**src/rtl/bcd_convert_seq_if.sv**
```systemverilog
`default_nettype none
`timescale 1ns/1ps
// ============================================================================
// Module  : bcd_convert_seq_if
// Purpose : Handshake/data bundle between the ALU result stage and the
//           iterative binary-to-BCD converter.
// Options : BCD_LEADING_ZERO_BLANK_EN adds the leading-zero blank mask.
// Rev     : 1.0 - initial release
// ============================================================================
interface bcd_convert_seq_if #(
  parameter int WIDTH  = 16,
  parameter int DIGITS = 5
);
  logic                  start;
  logic [WIDTH-1:0]      bin;
  logic                  busy;
  logic                  done;
  logic [4*DIGITS-1:0]   bcd;
`ifdef BCD_LEADING_ZERO_BLANK_EN
  logic [DIGITS-1:0]     blank;

  modport master (output start, bin, input busy, done, bcd, blank);
  modport slave  (input start, bin, output busy, done, bcd, blank);
`else
  modport master (output start, bin, input busy, done, bcd);
  modport slave  (input start, bin, output busy, done, bcd);
`endif
endinterface
`default_nettype wire

```
**src/rtl/bcd_convert_seq.sv**
```systemverilog
`default_nettype none
`timescale 1ns/1ps
// ============================================================================
// Module  : bcd_convert_seq
// Purpose : Iterative shift-add-3 (double-dabble) binary-to-BCD converter,
//           one input bit per clock, with start/busy/done handshake.
// Options : BCD_LEADING_ZERO_BLANK_EN enables the leading-zero blank mask.
// Rev     : 1.0 - initial release
// ============================================================================
module bcd_convert_seq #(
  parameter int WIDTH  = 16,
  parameter int DIGITS = 5
) (
  input  logic             clk,
  input  logic             rst,
  bcd_convert_seq_if.slave bus
);

  localparam int CNT_W = $clog2(WIDTH + 1);
  localparam int BCD_W = 4 * DIGITS;

  typedef enum logic [1:0] {
    S_IDLE  = 2'd0,
    S_SHIFT = 2'd1,
    S_DONE  = 2'd2
  } state_t;

  state_t           state_q, state_d;
  logic [WIDTH-1:0] shreg_q, shreg_d;
  logic [BCD_W-1:0] scratch_q, scratch_d;
  logic [BCD_W-1:0] bcd_q, bcd_d;
  logic [CNT_W-1:0] cnt_q, cnt_d;

  // Scratch digits after the add-3 step and after the shift that follows it.
  logic [BCD_W-1:0] adjusted;
  logic [BCD_W-1:0] shifted;

  // Each digit >= 5 gets +3 before the shift so it carries correctly into the
  // next digit; a 4-bit add suffices because an adjusted digit never exceeds 12.
  for (genvar i = 0; i < DIGITS; i++) begin : g_adj
    assign adjusted[4*i +: 4] = (scratch_q[4*i +: 4] >= 4'd5) ?
                                (scratch_q[4*i +: 4] + 4'd3) :
                                scratch_q[4*i +: 4];
  end

  assign shifted = {adjusted[BCD_W-2:0], shreg_q[WIDTH-1]};

`ifdef BCD_LEADING_ZERO_BLANK_EN
  logic [DIGITS-1:0] blank_q, blank_d;
  logic [DIGITS-1:0] blank_next;
  logic [DIGITS:0]   zero_from;

  // zero_from[i] is set when digit i and every digit above it are zero.
  assign zero_from[DIGITS] = 1'b1;
  for (genvar i = 0; i < DIGITS; i++) begin : g_blank
    assign zero_from[i] = zero_from[i+1] & (shifted[4*i +: 4] == 4'd0);
  end

  // The units digit is never blanked so a zero result still shows "0".
  assign blank_next = {zero_from[DIGITS-1:1], 1'b0};
  assign bus.blank  = blank_q;
`endif

  assign bus.busy = (state_q != S_IDLE);
  assign bus.done = (state_q == S_DONE);
  assign bus.bcd  = bcd_q;

  // State and datapath registers; reset aborts any conversion in flight.
  always_ff @(posedge clk or posedge rst) begin
    if (rst) begin
      state_q   <= S_IDLE;
      shreg_q   <= '0;
      scratch_q <= '0;
      cnt_q     <= '0;
      bcd_q     <= '0;
`ifdef BCD_LEADING_ZERO_BLANK_EN
      blank_q   <= '0;
`endif
    end else begin
      state_q   <= state_d;
      shreg_q   <= shreg_d;
      scratch_q <= scratch_d;
      cnt_q     <= cnt_d;
      bcd_q     <= bcd_d;
`ifdef BCD_LEADING_ZERO_BLANK_EN
      blank_q   <= blank_d;
`endif
    end
  end

  // Next-state and datapath: capture on start, shift once per cycle, publish
  // the result on the last shift so it is visible during the done cycle.
  always_comb begin
    state_d   = state_q;
    shreg_d   = shreg_q;
    scratch_d = scratch_q;
    cnt_d     = cnt_q;
    bcd_d     = bcd_q;
`ifdef BCD_LEADING_ZERO_BLANK_EN
    blank_d   = blank_q;
`endif
    unique case (state_q)
      S_IDLE: begin
        if (bus.start) begin
          shreg_d   = bus.bin;
          scratch_d = '0;
          cnt_d     = CNT_W'(WIDTH);
          state_d   = S_SHIFT;
        end
      end
      S_SHIFT: begin
        scratch_d = shifted;
        shreg_d   = {shreg_q[WIDTH-2:0], 1'b0};
        cnt_d     = cnt_q - CNT_W'(1);
        if (cnt_q == CNT_W'(1)) begin
          state_d = S_DONE;
          bcd_d   = shifted;
`ifdef BCD_LEADING_ZERO_BLANK_EN
          blank_d = blank_next;
`endif
        end
      end
      S_DONE: begin
        // A start seen here is dropped; it is not held over to IDLE.
        state_d = S_IDLE;
      end
      default: begin
        state_d = S_IDLE;
      end
    endcase
  end

endmodule
`default_nettype wire
```
**src/flat_wrapper.sv**
```systemverilog
// flat-port wrapper written by rule: the top's interface ports become plain ports
module bcd_convert_seq_flat 
#(
  parameter int WIDTH  = 16,
  parameter int DIGITS = 5
)
  (clk, rst, bus_start, bus_bin, bus_busy, bus_done, bus_bcd);
  bcd_convert_seq_if #(.WIDTH(WIDTH), .DIGITS(DIGITS)) bus_i ();
  input  logic clk;
  input  logic rst;
  input wire logic [$bits(bus_i.start)-1:0] bus_start;
  input wire logic [$bits(bus_i.bin)-1:0] bus_bin;
  output wire logic [$bits(bus_i.busy)-1:0] bus_busy;
  output wire logic [$bits(bus_i.done)-1:0] bus_done;
  output wire logic [$bits(bus_i.bcd)-1:0] bus_bcd;
  assign bus_i.start = bus_start;
  assign bus_i.bin = bus_bin;
  assign bus_busy = bus_i.busy;
  assign bus_done = bus_i.done;
  assign bus_bcd = bus_i.bcd;
  bcd_convert_seq #(.WIDTH(WIDTH), .DIGITS(DIGITS)) u_core (.clk(clk), .rst(rst), .bus(bus_i));
endmodule
```
**config.mk**
```make
export PLATFORM = sky130hd
export DESIGN_NAME = bcd_convert_seq_flat
export DESIGN_NICKNAME = d
export VERILOG_FILES = /design/src/rtl/bcd_convert_seq_if.sv /design/src/rtl/bcd_convert_seq.sv /design/src/flat_wrapper.sv
export SDC_FILE = /design/constraint.sdc
export NUM_CORES = 1
export LEC_CHECK = 0
export ABC_AREA = 0
export BUFFER_PORTS_ARGS = -buffer_cell sky130_fd_sc_hd__buf_2
export CAP_MARGIN = 20
export CORE_MARGIN = 2
export CORE_UTILIZATION = 40
export CTS_BUF_LIST = sky130_fd_sc_hd__clkbuf_2 sky130_fd_sc_hd__clkbuf_4 sky130_fd_sc_hd__clkbuf_8
export DETAILED_ROUTE_END_ITERATION = 8
export HOLD_SLACK_MARGIN = 0.06
export SYNTH_ARGS = -nofsm -noshare
export SYNTH_HDL_FRONTEND = slang
export SYNTH_SLANG_ARGS = --single-unit
export TNS_END_PERCENT = 50
```
**constraint.sdc**
```tcl
create_clock -name clk -period 2.2 [get_ports clk]
set_input_delay 0.11 -clock clk [delete_from_list [all_inputs] [get_ports clk]]
set_output_delay 0.11 -clock clk [all_outputs]
set_load 0.02 [all_outputs]
```
# [Word level (Yosys, flattened, before mapping)]
# Cells that the tools add are included.
[word_totals] mem_count=0 reg_bits=63 out_inout_bits=22 mem_bits_ro=0 input_bits=19 latch_bits=0 ramBits=0
[classes] bitwise_logic=0 div=0 order_cmp=5 n_mul=0 eq_ne=5 muxes=14 n_shift=0 n_addsub=6 reduce_logical=6
[ops] cell="case mux 20 bit (2 select lines)" count=1
[ops] cell="case mux 16 bit (2 select lines)" count=1
[ops] cell=">= comparator 4 x 3 -> 1 bit, second input constant" count=5
[ops] cell="2-to-1 mux 20 bit" count=1
[ops] cell="adder 4 x 2 -> 4 bit, second input constant" count=4
[ops] cell="2-to-1 mux 16 bit" count=1
[ops] cell="2-to-1 mux 4 bit" count=4
[ops] cell="case mux 5 bit (2 select lines)" count=1
[ops] cell="AND reduction 2 bit" count=3
[ops] cell="equality test 5 x 1 -> 1 bit, second input constant" count=1
[ops] cell="2-to-1 mux 5 bit" count=1
[ops] cell="subtractor 5 x 1 -> 5 bit, second input constant" count=1
[ops] cell="2-to-1 mux 2 bit" count=2
[ops] cell="case mux 2 bit (2 select lines)" count=1
[ops] cell="nonzero test 2 bit" count=2
[ops] cell="adder 3 x 2 -> 3 bit, second input constant" count=1
[ops] cell="2-to-1 mux 3 bit" count=1
[ops] cell="equality test 2 x 1 -> 1 bit, second input constant" count=1
[ops] cell="equality test 2 bit, second input constant" count=1
[ops] cell="logical NOT 2 bit" count=1
[ops] cell="inequality test 2 x 1 -> 1 bit, second input constant" count=1
[ops] cell="inequality test 2 bit, second input constant" count=1

# [Depth between registers and ports, before layout]
[depth] ltp_word=3 depth_mapped=7 ltp_nobuf=6

# [Worst setup path after synthesis]
# Ideal clock, no wire load.
[synth_timing] path_type="flip-flop to flip-flop" start="register u_core.cnt_q[1]" end="register u_core.bcd_q[14] (netlist: u_core.bus.bcd[14])" setup_slack_ns=0.617 path_stages_with_launch=7 arrival_time_ns=1.458 setup_time_ns=0.125 path_cell_list="dfrtp_1 inv_1 ha_1 nor4b_4 nand2_4 inv_6 mux2_4"
[synth_via] elab_chain_cells=2
[synth_rtl] element="start, declared" line_no="bcd_convert_seq.sv:32" source="logic [CNT_W-1:0] cnt_q, cnt_d;"
[synth_rtl] element="start signal, assigned" line_no="bcd_convert_seq.sv:83" source="cnt_q <= cnt_d;"
[synth_rtl] element="equality test 5 x 1 -> 1 bit" line_no="bcd_convert_seq.sv:115" source="if (cnt_q == CNT_W'(1)) begin"
[synth_rtl] element="AND reduction 2 bit (no line)"
[synth_rtl] element="end signal, assigned" line_no="bcd_convert_seq.sv:75" source="bcd_q <= '0;"
[synth_rtl] element="end signal, assigned" line_no="bcd_convert_seq.sv:84" source="bcd_q <= bcd_d;"
[synth_rtl] element="end, declared" line_no="bcd_convert_seq.sv:31" source="logic [BCD_W-1:0] bcd_q, bcd_d;"
# Every way passes these cells.
# A chain may end at the register's enable or synchronous reset.

# [Worst setup path after layout]
[layout_timing] start="register u_core.cnt_q[1]" end="register u_core.bcd_q[18] (netlist: u_core.bus.bcd[18])"
# Same word-level chain as after synthesis.

==> results_dict.tcl <==
set metrics [dict create \
    status "completed" \
    antenna_found_initial 0 \
    grt.total_usage_pct 15.8 \
    critical_path_required_ps 2420 \
    ys_ff_latch 63 \
    fin_skew_ps 9.12 \
    cts.clk_slew.worst_paths_ps 70 \
    viasPerCell 5.05 \
    sw_frac_of_total_pct 41.8 \
    diodes 0 \
    fmax_mhz 569 \
    io_pins 41 \
    synth_common_cells "63 x dfrtp_1, 48 x nand2_1, 42 x o21ai_0, 30 x a21oi_1, 15 x and3b_1" \
    ir_drop_v 0.000533 \
    num_vias 2340 \
    postRouteAntennaNets 0 \
    dp_cells 446 \
    clockPowerShare_pct 16.2 \
    synth_top_area_cell "dfrtp_1" \
    synth_edf_count 0 \
    cts_setup_buffers 0 \
    pwr-share-comb_pct 46.3 \
    synth.distinct_cells 35 \
    yosysWarnings 0 \
    worst-path-max-fanout 24 \
    wl_um 6190 \
    place_congestion 0.854 \
    synth_area_leaders "dfrtp_1 51%, o21ai_0 6.7%, nand2_1 5.8%" \
    slew_violations 0 \
    seq_power_share_pct 37.5 \
    drc 0 \
    p_leak_nw 1.74 \
    worstMarginPinSlew_ps 577 \
    drt-initial-drc-count 76 \
    multi_input_area_um2 1400 \
    async_flop_share_pct 100 \
    cts_tree "done" \
    start_util_pct 40.7 \
    netlist_instances 313 \
    syn_area_um2 3110 \
    cts-root-buf "clkbuf_8" \
    die_w_um 92.2 \
    dp_hpwl_um 4190 \
    power.switching_w 0.00232 \
    detail_route.first_pass.iterations 4 \
    yosysMostFrequentCell "dfrtp_1" \
    hold_viol 0 \
    worstSkewPairLatency_ps 330 \
    fill_cells 725 \
    reg2reg_slack_ps 440 \
    clockBufferDepth 2 \
    grt_pass1_wl_um 10600 \
    reg2reg_to "u_core.bus.bcd[18]" \
    die-area_um2 8510 \
    drive_gt1_share_pct 23.3 \
    reg2regPathDepth 6 \
    grt_pass1_vias 2178 \
    grt_remaining_overflow 0 \
    internal-power_w 0.00323 \
    min-delay-start "bus_start" \
    syn_to_final_growth_pct 16.6 \
    instances_no_fill 463 \
    report.final.setup_viol 0 \
    period_needed_ps 1760 \
    wire_per_inst_um 13.4 \
    coreArea_um2 7650 \
    ys.flop_type "dfrtp_1" \
    syn_area_per_cell_um2 9.95 \
    ys_seq_area_share_pct 50.6 \
    rsz0062_at_grt "false" \
    crit_type "register to register" \
    cts_resized 0 \
    clock_sinks 63 \
    crit_path_end_kind "register" \
    die_h_um 92.2 \
    min_path_type "primary input to register" \
    slew-limit-headroom_pct 61.5 \
    finalSetupTns_ps 0 \
    synth_fp_nets 344 \
    layout.nets 388 \
    worstPathArrival_ps 1980 \
    power_density_nw_per_um2 1530 \
    numPortBuffers 40 \
    synth_top_area_share_pct 50.6 \
    startpoint_type "register" \
    htreeDepth 3 \
    hold_end "u_core.cnt_q[4]" \
    num_rows 32 \
    cap_violations 0 \
    cts_buffers 9 \
    fin_crit_sh_pct 79.9 \
    hold_depth 3 \
    register_area_um2 1580 \
    r2r_start "u_core.cnt_q[1]" \
    grt_max_degree 39 \
]
-- layout by cell type (no fill, tap or decap), drive strengths merged --
master | Yosys | layout
clkbuf | 9 | 12
o21ai | 51 | 51
ha | 12 | 12
nand3 | 1 | 1
nand2b | 6 | 6
o31ai | 4 | 4
inv | 15 | 15
nor3 | 5 | 5
dlygate4sd3 | 0 | 2
nor3b | 4 | 4
clkinv | 0 | 3
buf | 8 | 48
a31oi | 5 | 5
nor2b | 4 | 4
a21oi | 30 | 30
or3b | 5 | 5
mux2i | 3 | 3
nor2 | 3 | 3
or4 | 1 | 1
a32o | 1 | 1
nor4b | 2 | 2
o21bai | 1 | 1
xnor2 | 6 | 6
and3b | 15 | 15
dfrtp | 63 | 63
and2 | 2 | 2
a22o | 4 | 4
nand2 | 49 | 49
mux2 | 4 | 4
-- registers in the layout, indices dropped and copies added (netlist names) --
signal / flops
u_core.bus.bcd: 20
u_core.scratch_q: 20
u_core.shreg_q: 16
u_core.cnt_q: 5
u_core.state_q: 2
-- metrics by stage --
| stage | cell area [µm²] | utilization, % | total power, W | setup WS (ps) | hold slack (ps) |
|---|---|---|---|---|---|
| floorplan | 3110 | - | 0.00400 | 520 | 272 |
| global placement | 3430 | 44.9 | 0.00464 | 470 | 212 |
| detailed placement | 3430 | 44.9 | 0.00471 | 425 | 207 |
| CTS | 3630 | 47.5 | 0.00563 | 420 | 167 |
| global route | 3630 | 47.5 | 0.00605 | 310 | 209 |
| finish | 3630 | 47.5 | 0.00555 | 443 | 178 |
-- timing repair --
| action | CTS | global route |
|---|---|---|
| hold buffers | 2 | 0 |
| setup endpoints to repair | 0 | 0 |
| hold endpoints to repair | 26 | 0 |
-- per-layer routing --
layer,vias to the layer above,global-route usage (%),wire (µm)
li1,1181,-,-
met5,-,0,0
met3,11,3.94,311
met1,1095,21.9,3000
met4,0,5.22,96
met2,53,24.3,2780
-- how the worst max path moves through the flow --
stage / start / endpoint / cells past startpoint
2_1_floorplan: rst / u_core.bus.bcd[0] / 1
3_3_place_gp: u_core.cnt_q[1] / u_core.bus.bcd[6] / 6
3_5_place_dp: u_core.cnt_q[1] / u_core.bus.bcd[18] / 6
4_1_cts: u_core.cnt_q[1] / u_core.bus.bcd[18] / 6
5_1_grt: u_core.cnt_q[1] / u_core.bus.bcd[18] / 6
6_report: u_core.cnt_q[1] / u_core.bus.bcd[18] / 6
-- power by group through the flow --
| stage | logic, W | registers [W] | clock network (W) |
|---|---|---|---|
| floorplan | 0.00179 | 0.00221 | 0 |
| finish | 0.00257 | 0.00208 | 0.000901 |
| global route | 0.00291 | 0.00216 | 0.000976 |
| global placement | 0.00255 | 0.00209 | 0 |
| CTS | 0.00262 | 0.00208 | 0.000935 |
| detailed placement | 0.00261 | 0.00210 | 0 |
-- layout make-up --
class	instances	area share (%)
Sequential cell	63	43.4
Inverter	15	1.69
Tap cell	102	3.51
Multi-Input combinational cell	218	38.4
Clock buffer	12	4.38
Timing Repair Buffer	50	8.06
Clock inverter	3	0.517
-- cells by family after synthesis --
group	Yosys count	synth area share (%)
and+or+nand+nor	97	17.8
AOI/OAI and AO/OA	96	17.5
DFF	63	50.6
buffers and inverters	32	4.70
adders and majority gates	12	4.82
muxes	7	2.89
xor gates and xnor gates	6	1.69
-- worst max-delay path: stages, from the launching register on --
cell	delay [ps]
dfrtp_1	390
inv_1	80
ha_1	150
nor4b_4	270
nand2_4	260
inv_6	190
mux2_4	310
Power figures use the tool's default switching activity.
